[src/rtl/disp_load_seq_if.sv]
// Word stream from the display load sequencer to the downstream serializer.
// A word moves on any clock edge where ds and tx_ready are both high.
interface disp_load_seq_if #(
    parameter int DATA_W = 12
);
    logic [DATA_W-1:0] load;
    logic              ds;
    logic              dc;
    logic              tx_ready;

    modport master (output load, output ds, output dc, input tx_ready);
    modport slave  (input load, input ds, input dc, output tx_ready);
endinterface

[src/rtl/disp_load_seq.sv]
// Display load sequencer: each switch toggle replays one stored word sequence to the serializer.
// Optional macro DISP_SEQ_SWITCH_SYNC_EN adds a two-flop synchroniser on the switch input.
module disp_load_seq #(
    parameter int DATA_W    = 12,
    parameter int SEQ_DEPTH = 8,
    parameter int NUM_MODES = 4
) (
    input  logic                                   clk,
    input  logic                                   rst,
    input  logic                                   switch,
    input  logic [$clog2(NUM_MODES)-1:0]           mode_sel,
    input  logic                                   wr_en,
    input  logic [$clog2(NUM_MODES*SEQ_DEPTH)-1:0] wr_addr,
    input  logic [DATA_W+1:0]                      wr_data,
    output logic                                   busy,
    output logic                                   done,
    disp_load_seq_if.master                        tx
);
    localparam int MODE_W = $clog2(NUM_MODES);
    localparam int IDX_W  = $clog2(SEQ_DEPTH);

    typedef enum logic [1:0] {
        IDLE,
        FETCH,
        SEND,
        DONE
    } state_t;

    state_t              state;
    logic [MODE_W-1:0]   mode_q;
    logic [IDX_W-1:0]    idx;
    logic [DATA_W-1:0]   load_q;
    logic                dc_q;
    logic                ds_q;
    logic                last_q;
    logic                sw_cur;
    logic                sw_prev;
    logic                toggle_q;
    logic [DATA_W+1:0]   tbl [NUM_MODES*SEQ_DEPTH];
    logic [DATA_W+1:0]   entry;

`ifdef DISP_SEQ_SWITCH_SYNC_EN
    logic sync1;
    logic sync2;

    always_ff @(posedge clk) begin
        if (rst) begin
            sync1 <= switch;
            sync2 <= switch;
        end else begin
            sync1 <= switch;
            sync2 <= sync1;
        end
    end

    assign sw_cur = sync2;
`else
    assign sw_cur = switch;
`endif

    // Reset preloads the edge register from the live switch so no trigger fires on release.
    always_ff @(posedge clk) begin
        if (rst) begin
            sw_prev  <= switch;
            toggle_q <= 1'b0;
        end else begin
            sw_prev  <= sw_cur;
            toggle_q <= sw_cur ^ sw_prev;
        end
    end

    // The table is writable only while idle and keeps its contents across reset.
    always_ff @(posedge clk) begin
        if (wr_en && state == IDLE) begin
            tbl[wr_addr] <= wr_data;
        end
    end

    assign entry = tbl[{mode_q, idx}];

    always_ff @(posedge clk) begin
        if (rst) begin
            state  <= IDLE;
            mode_q <= '0;
            idx    <= '0;
            load_q <= '0;
            dc_q   <= 1'b0;
            ds_q   <= 1'b0;
            last_q <= 1'b0;
            busy   <= 1'b0;
            done   <= 1'b0;
        end else begin
            case (state)
                IDLE: begin
                    done <= 1'b0;
                    if (toggle_q) begin
                        mode_q <= mode_sel;
                        idx    <= '0;
                        busy   <= 1'b1;
                        state  <= FETCH;
                    end
                end
                FETCH: begin
                    load_q <= entry[DATA_W-1:0];
                    dc_q   <= entry[DATA_W];
                    last_q <= entry[DATA_W+1];
                    ds_q   <= 1'b1;
                    state  <= SEND;
                end
                SEND: begin
                    if (tx.tx_ready) begin
                        ds_q <= 1'b0;
                        if (last_q || idx == IDX_W'(SEQ_DEPTH - 1)) begin
                            done  <= 1'b1;
                            state <= DONE;
                        end else begin
                            idx   <= idx + 1'b1;
                            state <= FETCH;
                        end
                    end
                end
                DONE: begin
                    done  <= 1'b0;
                    busy  <= 1'b0;
                    state <= IDLE;
                end
                default: begin
                    ds_q  <= 1'b0;
                    done  <= 1'b0;
                    busy  <= 1'b0;
                    state <= IDLE;
                end
            endcase
        end
    end

    assign tx.load = load_q;
    assign tx.dc   = dc_q;
    assign tx.ds   = ds_q;
endmodule

[src/flat_wrapper.sv]
// flat-port wrapper written by rule: the top's interface ports become plain ports
module disp_load_seq_flat 
#(
    parameter int DATA_W    = 12,
    parameter int SEQ_DEPTH = 8,
    parameter int NUM_MODES = 4
)
  (clk, rst, switch, mode_sel, wr_en, wr_addr, wr_data, busy, done, tx_load, tx_ds, tx_dc, tx_tx_ready);
  disp_load_seq_if #(.DATA_W(DATA_W)) tx_i ();
  input  logic clk;
  input  logic rst;
  input  logic switch;
  input  logic [$clog2(NUM_MODES)-1:0] mode_sel;
  input  logic wr_en;
  input  logic [$clog2(NUM_MODES*SEQ_DEPTH)-1:0] wr_addr;
  input  logic [DATA_W+1:0] wr_data;
  output logic busy;
  output logic done;
  output wire logic [$bits(tx_i.load)-1:0] tx_load;
  output wire logic [$bits(tx_i.ds)-1:0] tx_ds;
  output wire logic [$bits(tx_i.dc)-1:0] tx_dc;
  input wire logic [$bits(tx_i.tx_ready)-1:0] tx_tx_ready;
  assign tx_load = tx_i.load;
  assign tx_ds = tx_i.ds;
  assign tx_dc = tx_i.dc;
  assign tx_i.tx_ready = tx_tx_ready;
  disp_load_seq #(.DATA_W(DATA_W), .SEQ_DEPTH(SEQ_DEPTH), .NUM_MODES(NUM_MODES)) u_core (.clk(clk), .rst(rst), .switch(switch), .mode_sel(mode_sel), .wr_en(wr_en), .wr_addr(wr_addr), .wr_data(wr_data), .busy(busy), .done(done), .tx(tx_i));
endmodule
[config.mk]
export PLATFORM = sky130hd
export DESIGN_NAME = disp_load_seq_flat
export DESIGN_NICKNAME = d
export VERILOG_FILES = /design/src/rtl/disp_load_seq_if.sv /design/src/rtl/disp_load_seq.sv /design/src/flat_wrapper.sv
export SDC_FILE = /design/constraint.sdc
export NUM_CORES = 1
export LEC_CHECK = 0
export ABC_CLOCK_PERIOD_IN_PS = 2600
export BUFFER_PORTS_ARGS = -buffer_cell sky130_fd_sc_hd__buf_2
export CAP_MARGIN = 20
export CORE_MARGIN = 3
export CORE_UTILIZATION = 56
export DETAILED_ROUTE_END_ITERATION = 8
export PLACE_DENSITY_LB_ADDON = 0.1
export SKIP_CTS_REPAIR_TIMING = 1
export SYNTH_ARGS = -nofsm -noshare
export SYNTH_HDL_FRONTEND = slang
export SYNTH_SLANG_ARGS = --single-unit
[constraint.sdc]
create_clock -name clk -period 2.6 [get_ports clk]
set_clock_uncertainty 0.1 [all_clocks]
set_input_delay 0.52 -clock clk [delete_from_list [all_inputs] [get_ports clk]]
set_output_delay 0.52 -clock clk [all_outputs]
set_load 0.005 [all_outputs]
==> key figures <==
CTS
  • TritonCTS clock tree: done
  • Number of buffers created by CTS: 48
  • Clock root cell: sky130_fd_sc_hd__clkbuf_16
  • Source-to-sink clock delay at the later pin of the worst-skew pair: 0.55 ns
  • CTS H-tree lvls: 2
  • Sink Count: ~470
  • Clock transition at path regs: 0.06 ns
  • Number of buffers on the longest clock path: 3

Place
  • Pre-CTS setup slack: -0.06389 ns
  • Last weighted congestion value of the routability-driven placer: 0.8319
  • Final HPWL from detailed placement: 26.04 mm
  • Placed Cells: approximately 1600
  • Count of input and output buffers: 41

Pwr
  • Areal power density over the cells: 787.9 nW/um^2
  • VDD IR max: 0.5278 mV
  • Leakage power total: about 6.6 nW
  • Total power after layout: roughly 0.017 W

Yosys
  • Portion of synthesized cell area occupied by the leading cell type: 0.7255
  • Largest area contributor in the synthesized netlist: sky130_fd_sc_hd__edfxtp_1
  • Adder and majority gate portion of the synthesized area: 0.004048
  • Net count after synthesis: around 1100
  • Number of library cell types mapped by synthesis: 35
  • Combinational family with the most area after synthesis: multiplexers
  • Count of yosys warnings during synthesis: 0
  • Cell types occupying the most area after synthesis: sky130_fd_sc_hd__edfxtp_1 (73%), sky130_fd_sc_hd__mux2i_1 (12%), sky130_fd_sc_hd__a22oi_1 (4.6%)
  • Post-synthesis area per instance: 17.25 um^2
  • Number of synthesized register bits: about 470
  • Flip-flop cell with the highest count after synthesis: sky130_fd_sc_hd__edfxtp_1
  • Post-synthesis instance area: about 19000 um^2
  • Cell count after synthesis: ~1100
  • Post-synthesis async set-or-reset flop share: 0
  • Share of the synthesized area in compound gates (AO/OA/AOI/OAI): 0.07186
  • Number of flops mapped to enable cells by yosys: 448
  • Mux cell area share after synthesis: 0.1214
  • Simple-gate portion of the synthesized area: 0.02787
  • Seq/Total Area, Yosys: 0.7535
  • Xor/xnor cell area share of the yosys netlist: 0.0004723

Critical path
  • Required time of the critical path: 2.95 ns
  • Crit path launch type: register
  • Type of destination of the critical path: register
  • Setup slack, reg-to-reg: between 0.15 and 0.2 ns
  • Worst R2R Path Depth: 8
  • Reg2reg end: u_core.tx.load[0]$_SDFFE_PP0P_
  • Category of the most critical setup path: register to register
  • Highest cell delay on the worst timing path: 0.48 ns
  • CP most frequent cell: sky130_fd_sc_hd__buf_12
  • Largest fanout of any net on the critical path: 25
  • Cell with the largest stage delay on the worst path: sky130_fd_sc_hd__dfxtp_4
  • RR Startpoint: u_core.idx[0]$_SDFFE_PP0P_
  • Cell chain of the critical path: buf_12 > buf_12 > mux2i_1 > a22oi_1 > a21oi_1 > buf_4 > or4_1 > a211oi_1
  • Arrival time of the worst setup path: 2.77 ns

Routing
  • Detailed Route Iter0 Violations: 909
  • Via density per instance: 6.034
  • Remaining antenna violation count after routing: 0
  • Detail-routed net length per standard cell: 26.54 um
  • DR vias: just over 10000
  • Total routed wirelength: 44.32 mm
  • Number of search-and-repair iterations in the first detailed-routing pass: 6
  • Count of unresolved DRC violations after routing: 0

Global routing
  • Overall fraction of global-route tracks in use: 0.2498
  • Antenna violations before repair: 5
  • Wire length of the first global-routing pass: approximately 65 mm
  • Maximum number of pins on one net before global-route repair: 42
  • Total grt overflow: 0
  • Via count of the first global-routing pass: 10026

Die
  • Core area: 32620 um^2
  • Die W: 188.0 um
  • Die span in y: 188.0 um
  • Die ar.: about 35000 um^2
  • Number of standard-cell rows in the floorplan: 66
  • Count of boundary I/O pins: 42
  • Initial cell density of the core: 0.5685

Worst hold path
  • Hold Path Origin: switch
  • Cells on Worst Hold Path: 1
  • Endpoint of the worst hold-timing path: u_core.sw_prev$_DFF_P_
  • Worst Hold Class: input port to register

STA
  • Worst relative slew slack: 0.2655
  • Worst Setup Slack, final: 0.1759 ns
  • RSZ-0062 raised after global routing: no
  • Fmax: 412.5 MHz
  • Final Max Tran Viols: 0
  • Final setup fails: 0
  • Pin slew with the least headroom to its limit: 1.101 ns
  • Part of the cycle the worst path needs: 0.9324
  • Hold Worst Slack: 0.01007 ns
  • Post-route minimum period: 2.424 ns
  • Total count of hold-check failures in the final report: 0

Cells and area
  • Area growth from synthesis to layout: 14.96%
  • Cell Count, Final, Fillers Out: approximately 1700
  • Number of nets in the layout: around 1200
  • Layout cells sized above 1: 0.1679

Status
  • Run status: complete, no violations

Flow run
  • Number of maximum-capacitance violations: 0
-- how the worst max path moves through the flow --
stage / from / depth (start not counted) / endpoint / slack (ns)
after floorplan: u_core.state[0]$_SDFFE_PP0P_ / 7 / u_core.tbl[12][0]$_DFFE_PP_ / 0.15
after global placement: u_core.idx[2]$_SDFFE_PP0P_ / 6 / u_core.tx.load[10]$_SDFFE_PP0P_ / -0.03
after detailed placement: u_core.idx[2]$_SDFFE_PP0P_ / 6 / u_core.tx.load[10]$_SDFFE_PP0P_ / -0.06
after CTS: u_core.idx[2]$_SDFFE_PP0P_ / 6 / u_core.tx.load[10]$_SDFFE_PP0P_ / -0.08
after global routing: u_core.idx[0]$_SDFFE_PP0P_ / 7 / u_core.tx.load[6]$_SDFFE_PP0P_ / 0.07
final: u_core.idx[0]$_SDFFE_PP0P_ / 8 / u_core.tx.load[0]$_SDFFE_PP0P_ / 0.18
-- critical path: cells and delay by family (launching register included) --
| kind | cells | cell delay (ns) |
|---|---|---|
| AOI/OAI and AO/OA | 3 | 0.54 |
| buffers and inverters | 3 | 0.61 |
| DFF | 1 | 0.48 |
| muxes | 1 | 0.11 |
| and+or+nand+nor | 1 | 0.46 |
-- power breakdown --
part           internal (W)  switching, W
registers           0.00855      0.000153
clock network       0.00385       0.00272
logic              0.000577      0.000949
-- per-stage QoR --
step           utilization  TNS [ns]  cell area [um^2]
3_3_place_gp        0.6054  -0.02640             19750
2_1_floorplan            -         0             18540
6_report            0.6535         0             21320
5_1_grt             0.6535         0             21320
3_5_place_dp        0.6054  -0.06389             19750
4_1_cts             0.6517  -0.09032             21260
-- flip-flops by register name, summed over array words and instances (netlist names), 2 cells and up --
register / flops
u_core.idx: 3
u_core.tbl: 448
u_core.state: 2
u_core.tx.load: 12
u_core.mode_q: 2
-- cells in the mapped netlist, types with 8 or more instances --
cell	n
sky130_fd_sc_hd__clkbuf_1	27
sky130_fd_sc_hd__mux2i_1	225
sky130_fd_sc_hd__a211oi_1	9
sky130_fd_sc_hd__buf_4	11
sky130_fd_sc_hd__nor2_1	57
sky130_fd_sc_hd__buf_1	8
sky130_fd_sc_hd__dfxtp_1	26
sky130_fd_sc_hd__edfxtp_1	448
sky130_fd_sc_hd__buf_6	9
sky130_fd_sc_hd__a22oi_1	114
sky130_fd_sc_hd__a21oi_1	63
sky130_fd_sc_hd__or4_1	14
sky130_fd_sc_hd__nand2_1	12
-- cells by family (layout without fill, tap and decap cells) --
group,Yosys count,after routing
multiplexers,225,225
AO/OA/AOI/OAI,196,196
XOR/XNOR,1,1
AND/OR/NAND/NOR,107,108
flip-flops,474,474
buffers and inverters,66,217
adder cells (fa/ha/maj),6,6
other,0,1
-- layout make-up --
class / count / area [um^2]
clock inverter: 19 / 185.2
multi-input combinational: 536 / 4215
inverter: 4 / 15.01
timing repair buffer: 124 / 1041
sequential: 474 / 13980
clock buffer: 70 / 1326
fill: 2292 / 11300
antenna: 1 / 2.502
tap: 442 / 553.0
-- layer usage --
metal	global-route usage	routed length, um
met1	0.3564	18970
met2	0.3954	21080
met3	0.04823	2900
met4	0.07446	1278
met5	0.01374	94
-- placed cells by master (no fill, tap or decap), drive strengths merged --
master	Yosys	routed
nor2	57	58
and2	1	1
mux2i	225	225
inv	4	5
clkinvlp	0	1
o2111ai	1	1
bufinv	0	3
a211oi	14	14
or3	2	2
xnor2	1	1
or2	1	1
nand2	12	12
or4	14	14
edfxtp	448	448
a21o	1	1
or3b	1	1
and3	1	1
nand4b	1	1
a21oi	63	63
clkbuf	31	70
a22oi	114	114
nand3	5	5
nand4	1	1
dfxtp	26	26
clkinv	0	14
nand3b	4	4
nand2b	2	2
ha	6	6
diode	0	1
o21ai	3	3
nor3	1	1
buf	31	124
nor2b	4	4
Note: power is estimated with default switching activity, not from simulation.
